## src/rtl/vx_commit_arbiter.sv

```systemverilog
// vx_commit_arbiter - round-robin merge of execute-unit commit streams into one registered commit stream
// Packets (sop..eop) hold the grant until eop; eop beats leaving the output are counted.
module vx_commit_arbiter #(
   parameter  int NUM_INPUTS = 4,
   parameter  int DATAW      = 64,
   parameter  int CNT_W      = 32,
   localparam int SRC_W      = $clog2(NUM_INPUTS)
) (
   input  logic                        clk,
   input  logic                        reset,
   input  logic [NUM_INPUTS-1:0]       in_valid,
   input  logic [NUM_INPUTS*DATAW-1:0] in_data,
   input  logic [NUM_INPUTS-1:0]       in_sop,
   input  logic [NUM_INPUTS-1:0]       in_eop,
   output logic [NUM_INPUTS-1:0]       in_ready,
   output logic                        out_valid,
   output logic [DATAW-1:0]            out_data,
   output logic                        out_sop,
   output logic                        out_eop,
   output logic [SRC_W-1:0]            out_src,
   input  logic                        out_ready,
   output logic [CNT_W-1:0]            commit_count
);

   logic             load_en;
   logic [SRC_W-1:0] rr_ptr;
   logic             locked;
   logic [SRC_W-1:0] lock_idx;
   logic [SRC_W-1:0] grant;
   logic             grant_valid;
   logic [SRC_W:0]   cand;
   logic [SRC_W-1:0] rr_next;

   assign load_en = !out_valid || out_ready;
   assign rr_next = (grant == SRC_W'(NUM_INPUTS - 1)) ? '0 : grant + SRC_W'(1);

   // While a packet is open only its unit may be granted; otherwise scan from rr_ptr with wrap.
   always_comb begin
      grant       = '0;
      grant_valid = 1'b0;
      cand        = '0;
      if (locked) begin
         grant       = lock_idx;
         grant_valid = in_valid[lock_idx];
      end else begin
         for (int k = 0; k < NUM_INPUTS; k++) begin
            cand = {1'b0, rr_ptr} + (SRC_W+1)'(k);
            if (cand >= (SRC_W+1)'(NUM_INPUTS))
               cand = cand - (SRC_W+1)'(NUM_INPUTS);
            if (!grant_valid && in_valid[cand[SRC_W-1:0]]) begin
               grant       = cand[SRC_W-1:0];
               grant_valid = 1'b1;
            end
         end
      end
   end

   always_comb begin
      in_ready = '0;
      if (!reset && load_en && grant_valid)
         in_ready[grant] = 1'b1;
   end

   always_ff @(posedge clk or posedge reset) begin
      if (reset) begin
         out_valid    <= 1'b0;
         out_data     <= '0;
         out_sop      <= 1'b0;
         out_eop      <= 1'b0;
         out_src      <= '0;
         commit_count <= '0;
         rr_ptr       <= '0;
         locked       <= 1'b0;
         lock_idx     <= '0;
      end else begin
         // Counts the beat leaving the output; independent of what loads this cycle.
         if (out_valid && out_ready && out_eop)
            commit_count <= commit_count + CNT_W'(1);
         if (load_en) begin
            if (grant_valid) begin
               out_valid <= 1'b1;
               out_data  <= in_data[grant*DATAW +: DATAW];
               out_sop   <= in_sop[grant];
               out_eop   <= in_eop[grant];
               out_src   <= grant;
               if (in_eop[grant]) begin
                  locked <= 1'b0;
                  rr_ptr <= rr_next;
               end else begin
                  locked   <= 1'b1;
                  lock_idx <= grant;
               end
            end else begin
               out_valid <= 1'b0;
            end
         end
      end
   end

endmodule
```

## config.mk

```make
export PLATFORM = sky130hd
export DESIGN_NAME = vx_commit_arbiter
export DESIGN_NICKNAME = d
export VERILOG_FILES = /design/src/rtl/vx_commit_arbiter.sv
export SDC_FILE = /design/constraint.sdc
export NUM_CORES = 1
export LEC_CHECK = 0
export ABC_CLOCK_PERIOD_IN_PS = 9400
export BUFFER_PORTS_ARGS = -buffer_cell sky130_fd_sc_hd__buf_2
export CAP_MARGIN = 25
export CELL_PAD_IN_SITES_DETAIL_PLACEMENT = 0
export CELL_PAD_IN_SITES_GLOBAL_PLACEMENT = 1
export CORE_MARGIN = 2
export CORE_UTILIZATION = 25
export DETAILED_ROUTE_END_ITERATION = 7
export PLACE_DENSITY_LB_ADDON = 0.1
export SLEW_MARGIN = 20
export SYNTH_ARGS = -nofsm -noshare
export SYNTH_HDL_FRONTEND = slang
export SYNTH_SLANG_ARGS = --single-unit
```

## constraint.sdc

```tcl
create_clock -name clk -period 9.4 [get_ports clk]
set_clock_uncertainty 0.05 [all_clocks]
set_input_delay 1.88 -clock clk [delete_from_list [all_inputs] [get_ports clk]]
set_output_delay 1.88 -clock clk [all_outputs]
set_load 0.01 [all_outputs]
```

# Word-level counts from Yosys, hierarchy flattened
# Cells that the tools add are included.
[classes] eq_ne=1 shifts=1 bitwise=1 reduce_logical=17 n_mux=41 n_addsub=9 magnitude_cmp=11
[op_table] operator="indexed part select 256 x 9 -> 64 bit" n=1
[op_table] operator="adder 32 x 1 -> 32 bit, second input constant" n=1
[op_table] operator="2-to-1 mux 2 bit" n=14
[op_table] operator="< comparator 2 x 3 -> 1 bit, second input constant" n=6
[op_table] operator="2-to-1 mux 1 bit" n=18
[op_table] operator="binary-select mux 1 bit (select 2 bit)" n=7
[op_table] operator=">= comparator 3 bit, second input constant" n=3
[op_table] operator="logical AND 1 bit" n=8
[op_table] operator="subtractor 2 x 1 -> 2 bit, second input constant" n=4
[op_table] operator="adder 2 x 2 -> 3 bit, second input constant" n=2
[op_table] operator="AND reduction 3 bit" n=2
[op_table] operator="logical NOT 1 bit" n=5
[op_table] operator="2-to-1 mux 4 bit" n=1
[op_table] operator="adder 2 x 1 -> 3 bit, second input constant" n=1
[op_table] operator=">= comparator 2 x 3 -> 1 bit, second input constant" n=1
[op_table] operator="adder 2 x 1 -> 2 bit, second input constant" n=1
[op_table] operator="demux 1 bit (select 2 bit)" n=1
[op_table] operator="== test 2 bit, second input constant" n=1
[op_table] operator=">= comparator 2 x 1 -> 1 bit, second input constant" n=1
[op_table] operator="AND reduction 2 bit" n=1
[op_table] operator="logical OR 1 bit" n=1
[op_table] operator="inverter 1 bit" n=1
[totals] output_inout_bits=105 input_bits=271 elab_cells=90 reg_bits=106

# Depth between registers and ports, before layout
[depth] ltp_word=24 mapped_depth=11 depth_no_buf=8

# Least setup slack after synthesis
# Ideal clock, no wire load.
[synth_path] path_type="input to output" from="input port in_valid[1]" to="output port in_ready[3]" arrival_ps=3604 path_stages=9 n_path_buf=3 required_ps=7470 path_slack_ps=3866 path_cell_list="and4bb_1 > a31o_2 > a221o_1 > buf_4 > nand2_4 > buf_6 > buf_6 > ha_1 > nor3b_1"
[synth_via] elab_chain_cells=21 elab_cells_between_ends=36 classes_between="order compare: 2; mux: 26; reduce/logical: 8"
[synth_rtl] element="from (decl)" line_no="11" source="input logic [NUM_INPUTS-1:0] in_valid,"
[synth_rtl] element="binary-select mux 1 bit (select 2 bit)" line_no="50" source="if (!grant_valid && in_valid[cand[SRC_W-1:0]]) begin"
[synth_rtl] element="2-to-1 mux 1 bit (implied by the code)" line_no="50"
[synth_rtl] element="2-to-1 mux 1 bit" line_no="50"
[synth_rtl] element="2-to-1 mux 1 bit" line_no="42" source="if (locked) begin"
[synth_rtl] element="logical NOT 1 bit" line_no="50"
[synth_rtl] element="logical AND 1 bit" line_no="50"
[synth_rtl] element="2-to-1 mux 1 bit" line_no="50"
[synth_rtl] element="2-to-1 mux 1 bit" line_no="42"
[synth_rtl] element="[6 not listed]"
[synth_rtl] element="2-to-1 mux 2 bit *" line_no="50"
[synth_rtl] element="2-to-1 mux 2 bit *" line_no="42"
[synth_rtl] element="via grant[1]" line_no="29" source="logic [SRC_W-1:0] grant;"
[synth_rtl] element="< comparator 2 x 3 -> 1 bit (implied by the code) / >= comparator 2 x 1 -> 1 bit (equally long branches)" line_no="61" source="in_ready[grant] = 1'b1;"
[synth_rtl] element="logical AND 1 bit (implied by the code)" line_no="61"
[synth_rtl] element="2-to-1 mux 1 bit (implied by the code)" line_no="61"
[synth_rtl] element="demux 1 bit (select 2 bit) *" line_no="61"
[synth_rtl] element="2-to-1 mux 4 bit *" line_no="60" source="if (!reset && load_en && grant_valid)"
[synth_rtl] element="to (decl)" line_no="15" source="output logic [NUM_INPUTS-1:0] in_ready,"
# The timed path passes the listed nets; every way through them passes the cells marked *. The select of a mux whose other input is x is not followed.

# Worst setup path in the final report
[layout_path] from="input port in_valid[1]" to="output port in_ready[1]"
[layout_via] elab_chain_cells=21 elab_cells_between_ends=36 classes_between="order compare: 2; mux: 26; reduce/logical: 8"
[layout_rtl] element="binary-select mux 1 bit (select 2 bit)" line_no="50"
[layout_rtl] element="2-to-1 mux 1 bit (implied by the code)" line_no="50"
[layout_rtl] element="2-to-1 mux 1 bit" line_no="50"
[layout_rtl] element="2-to-1 mux 1 bit" line_no="42"
[layout_rtl] element="logical NOT 1 bit" line_no="50"
[layout_rtl] element="logical AND 1 bit" line_no="50"
[layout_rtl] element="2-to-1 mux 1 bit" line_no="50"
[layout_rtl] element="2-to-1 mux 1 bit" line_no="42"
[layout_rtl] element="[5 not listed]"
[layout_rtl] element="logical AND 1 bit" line_no="50"
[layout_rtl] element="2-to-1 mux 2 bit" line_no="50"
[layout_rtl] element="2-to-1 mux 2 bit" line_no="42"
[layout_rtl] element="< comparator 2 x 3 -> 1 bit (implied by the code) / >= comparator 2 x 1 -> 1 bit (equally long branches)" line_no="61"
[layout_rtl] element="logical AND 1 bit (implied by the code)" line_no="61"
[layout_rtl] element="2-to-1 mux 1 bit (implied by the code)" line_no="61"
[layout_rtl] element="demux 1 bit (select 2 bit)" line_no="61"
[layout_rtl] element="2-to-1 mux 4 bit *" line_no="60"
# Mark *: on every way between the ends. The rest lies on a longest branch, timed or not. The select of a mux whose other input is x is not followed.

==> results.md <==
- Status: finished clean
- CTS Buffer Depth: 2
- Area growth, synth to finish: 37.3%
- PD cells: 304 nW/um2
- Worst-margin pin slew: 972 ps
- Adder-Cell Fraction of Synth Area: 0.00970
- Tot Pwr: 2.69 mW
- Root Driver: clkbuf_16
- Total Routing Usage GR: 0.186
- Largest family of logic cells by synthesized area: compound AO/OA/AOI/OAI gates
- Worst Path Buf+Inv: 4
- Asr flop ratio synth: 1.00
- Starting density of the core: 0.255
- Final Max Tran Viols: 0
- Syn avg cell area: 9.90 um2
- Drt drc: 0
- Core area: 25,300 um2
- PostCTS Resize Cnt: 0
- CTS buffer count: 9
- Net count of the mapped netlist: 927
- Max cap viols: 0
- Die area: 27,100 um2
- Later-pin clock latency in the skew report: 350 ps
- Placed cell areas: 8550 um2
- Final min period: 6060 ps
- Hold EP: out_src[0]
- Vias: 6,563
- Post-synth EDFFs: 0
- CP dominant cell by count: buf_2
- WHS Path Cells: 1
- CP Launch Type: input port
- Synth Instances: 651
- Post-synthesis compound-gate area fraction: 0.235
- Critical path arrival: 4130 ps
- Grt total ovfl: 0
- Synth Area in XOR/XNOR: 0.0421
- WP data required: 7470 ps
- Max-slew headroom: 0.352
- Syn. warnings: 0
- Flops & latches, synth: 106
- VDD IR max: 0.129 mV
- Clock-pin slew on the worst setup and hold paths: 70 ps
- Nets@finish: 1,260
- Clock sink total: 106
- Worst min-delay path startpoint: out_src[0]
- Setup total negative slack: 0 ps
- ANT nets after route: 0
- Critical Path Fanout Max: 46
- Fmax: 0.165 GHz
- Core Rows: 58
- Die Width: 165 um
- Mux contribution to synthesized area: 0.135
- DR iter-0 viols: 319
- Final instance area: 8850 um2
- Port Buffers: 375
- Critical path's slowest cell: a221o_2
- Core Util, Final: 0.350
- Crit path from: in_valid[1]
- Reg2Reg Setup Slack: 5610 ps
- TritonRoute pass-1 iters: 4
- Number of global-route vias before repair: 6,477
- GP Congestion: 0.788
- Crit path kind: input port to primary output
- Final period util: 0.645
- Largest net degree at the start of global routing: 77
- CTS H-tree lvls: 3
- CTS tree: built
- # IOs: 376
- Hold crit path type: register to register
- Critical path's top delay family: simple AND/OR/NAND/NOR gates
- R2R cell count: 8
- Sequential area share after synthesis: 0.411
- Via/cell ratio: 4.97
- Synth Flop Type: dfrtp_1
- Simple-gate share of the synthesized area: 0.117
- DIE HEIGHT: 165 um
- Layout cells sized above 1: 0.491
- Hold_buf cts: 0
- Initial antenna violation count: 4
- Lkg Pwr: 4.31 nW
- Detail Placement HPWL: 18.1 mm
- Worst R2R End: out_data[4]
- Post-CTS setup buffer count: 0
- Worst r2r src: lock_idx[1]
- Final hold vios: 0
- RSZ-0062 raised after global routing: no
- Post-synthesis cell area: 6450 um2
- Setup Viol. Count Final: 0
- Post-Route WL: 26.2 mm
- Number of fill cells in the layout: 2,690
- Critical path endpoint category: primary output
- First-pass GRT wire length: 38.2 mm
- Worst-path cell chain: buf_2 > and4bb_1 > a31o_2 > a221o_2 > nand2_4 > buf_16 > inv_1 > ha_1 > nor3b_1 > buf_2
- DR WL/cell: 19.9 um
- Unique cell type count in the Yosys netlist: 49
- Max stage delay on crit path: 370 ps
## synth_stat cells (2+ instances only)
| cell type | count | share of area |
|---|---|---|
| inv_1 | 10 | 0.0058 |
| a21oi_1 | 69 | 0.054 |
| and2_1 | 2 | 0.0019 |
| nand4_1 | 9 | 0.0087 |
| mux2_4 | 16 | 0.037 |
| dfrtp_1 | 106 | 0.41 |
| nor2b_1 | 2 | 0.0019 |
| ha_1 | 5 | 0.0097 |
| clkbuf_1 | 33 | 0.019 |
| and4_1 | 2 | 0.0027 |
| a21o_1 | 2 | 0.0023 |
| a221o_1 | 67 | 0.10 |
| mux2_2 | 53 | 0.093 |
| a32oi_1 | 2 | 0.0027 |
| and3_1 | 3 | 0.0029 |
| mux2i_1 | 2 | 0.0031 |
| xnor2_1 | 24 | 0.033 |
| o21ai_0 | 67 | 0.052 |
| a2bb2oi_1 | 2 | 0.0027 |
| nor2_1 | 14 | 0.0082 |
| a221oi_2 | 2 | 0.0047 |
| nand2b_1 | 2 | 0.0019 |
| nand2_1 | 17 | 0.0099 |
| nor3b_1 | 4 | 0.0047 |
| a31oi_1 | 2 | 0.0019 |
| nand3_1 | 77 | 0.060 |
| buf_4 | 2 | 0.0023 |
| buf_6 | 3 | 0.0052 |
| buf_1 | 4 | 0.0023 |
| nor3_2 | 2 | 0.0031 |
| buf_2 | 19 | 0.015 |
| xor2_1 | 7 | 0.0095 |
| nor3_1 | 4 | 0.0031 |
## worst reg2reg max path, delay by kind of cell, from the launching register on
family	cells	cell delay, ps
DFF	1	480
and+or+nand+nor	2	730
buffers and inverters	2	1310
AOI/OAI and AO/OA	3	740
muxes	1	370
## cell usage in the layout, fill, tap and decap left out, types with 3 or more instances in the layout
cell type | synthesis | routed
inv_1 | 10 | 9
and3_1 | 3 | 3
nor3b_1 | 4 | 4
nor3_1 | 4 | 4
a21oi_1 | 69 | 69
clkbuf_16 | 0 | 9
nor2_1 | 14 | 13
buf_2 | 19 | 375
nand4_1 | 9 | 9
mux2_4 | 16 | 16
dfrtp_1 | 106 | 106
a221o_1 | 67 | 66
ha_1 | 5 | 5
nand3_1 | 77 | 76
mux2_2 | 53 | 53
o21ai_0 | 67 | 67
xor2_1 | 7 | 7
nand2_1 | 17 | 16
xnor2_1 | 24 | 24
buf_4 | 2 | 8
## state kept, by name, indices dropped and copies added, names as in the netlist
name and flops:
commit_count 32, lock_idx 2, locked 1, out_data 64, out_eop 1, out_sop 1
out_src 2, out_valid 1, rr_ptr 2
## through the flow
stage	hold slack, ps	worst slack (ps)	std cells
after floorplan	450	3870	651
after global placement	407	3110	1302
after detailed placement	412	3080	1302
after CTS	424	3080	1317
after global routing	453	3190	1319
final	427	3340	1320
## worst max path at each step
stage,end,slack [ps],cells after the start
3_5_place_dp,in_ready[1],3080,9
2_1_floorplan,in_ready[3],3870,9
6_report,in_ready[1],3340,10
4_1_cts,in_ready[1],3080,9
3_3_place_gp,in_ready[1],3110,9
5_1_grt,in_ready[3],3190,9
## kinds of logic (layout without fill, tap and decap cells)
logic type / count (synthesis) / after routing
other: 0 / 2
flip-flops: 106 / 106
AO/OA/AOI/OAI: 221 / 221
XOR/XNOR: 31 / 31
AND/OR/NAND/NOR: 144 / 144
multiplexers: 72 / 72
adder cells (fa/ha/maj): 5 / 5
buffers and inverters: 72 / 409
## power breakdown
group / total (mW) / internal [mW] / switching [mW] / leakage, nW
sequential: 0.737 / 0.629 / 0.107 / 1.32
clock: 0.366 / 0.180 / 0.186 / 0.128
combinational: 1.59 / 0.682 / 0.905 / 2.86
## layout make-up
type	count	area, um2	share of cell area
Inverter	10	40.0	0.00452
Timing Repair Buffer	384	1960	0.222
Multi-Input combinational cell	473	3510	0.396
Tap cell	330	413	0.0466
Antenna cell	2	5.00	0.000565
Sequential cell	106	2650	0.300
Clock buffer	9	225	0.0254
Clock inverter	6	42.5	0.00481
## layer usage
metal	wire length [um]	GRT usage
met5	24	0
met4	436	0.0565
met3	2090	0.0447
met2	12800	0.312
met1	10900	0.235
(Power assumes the default switching activity.)
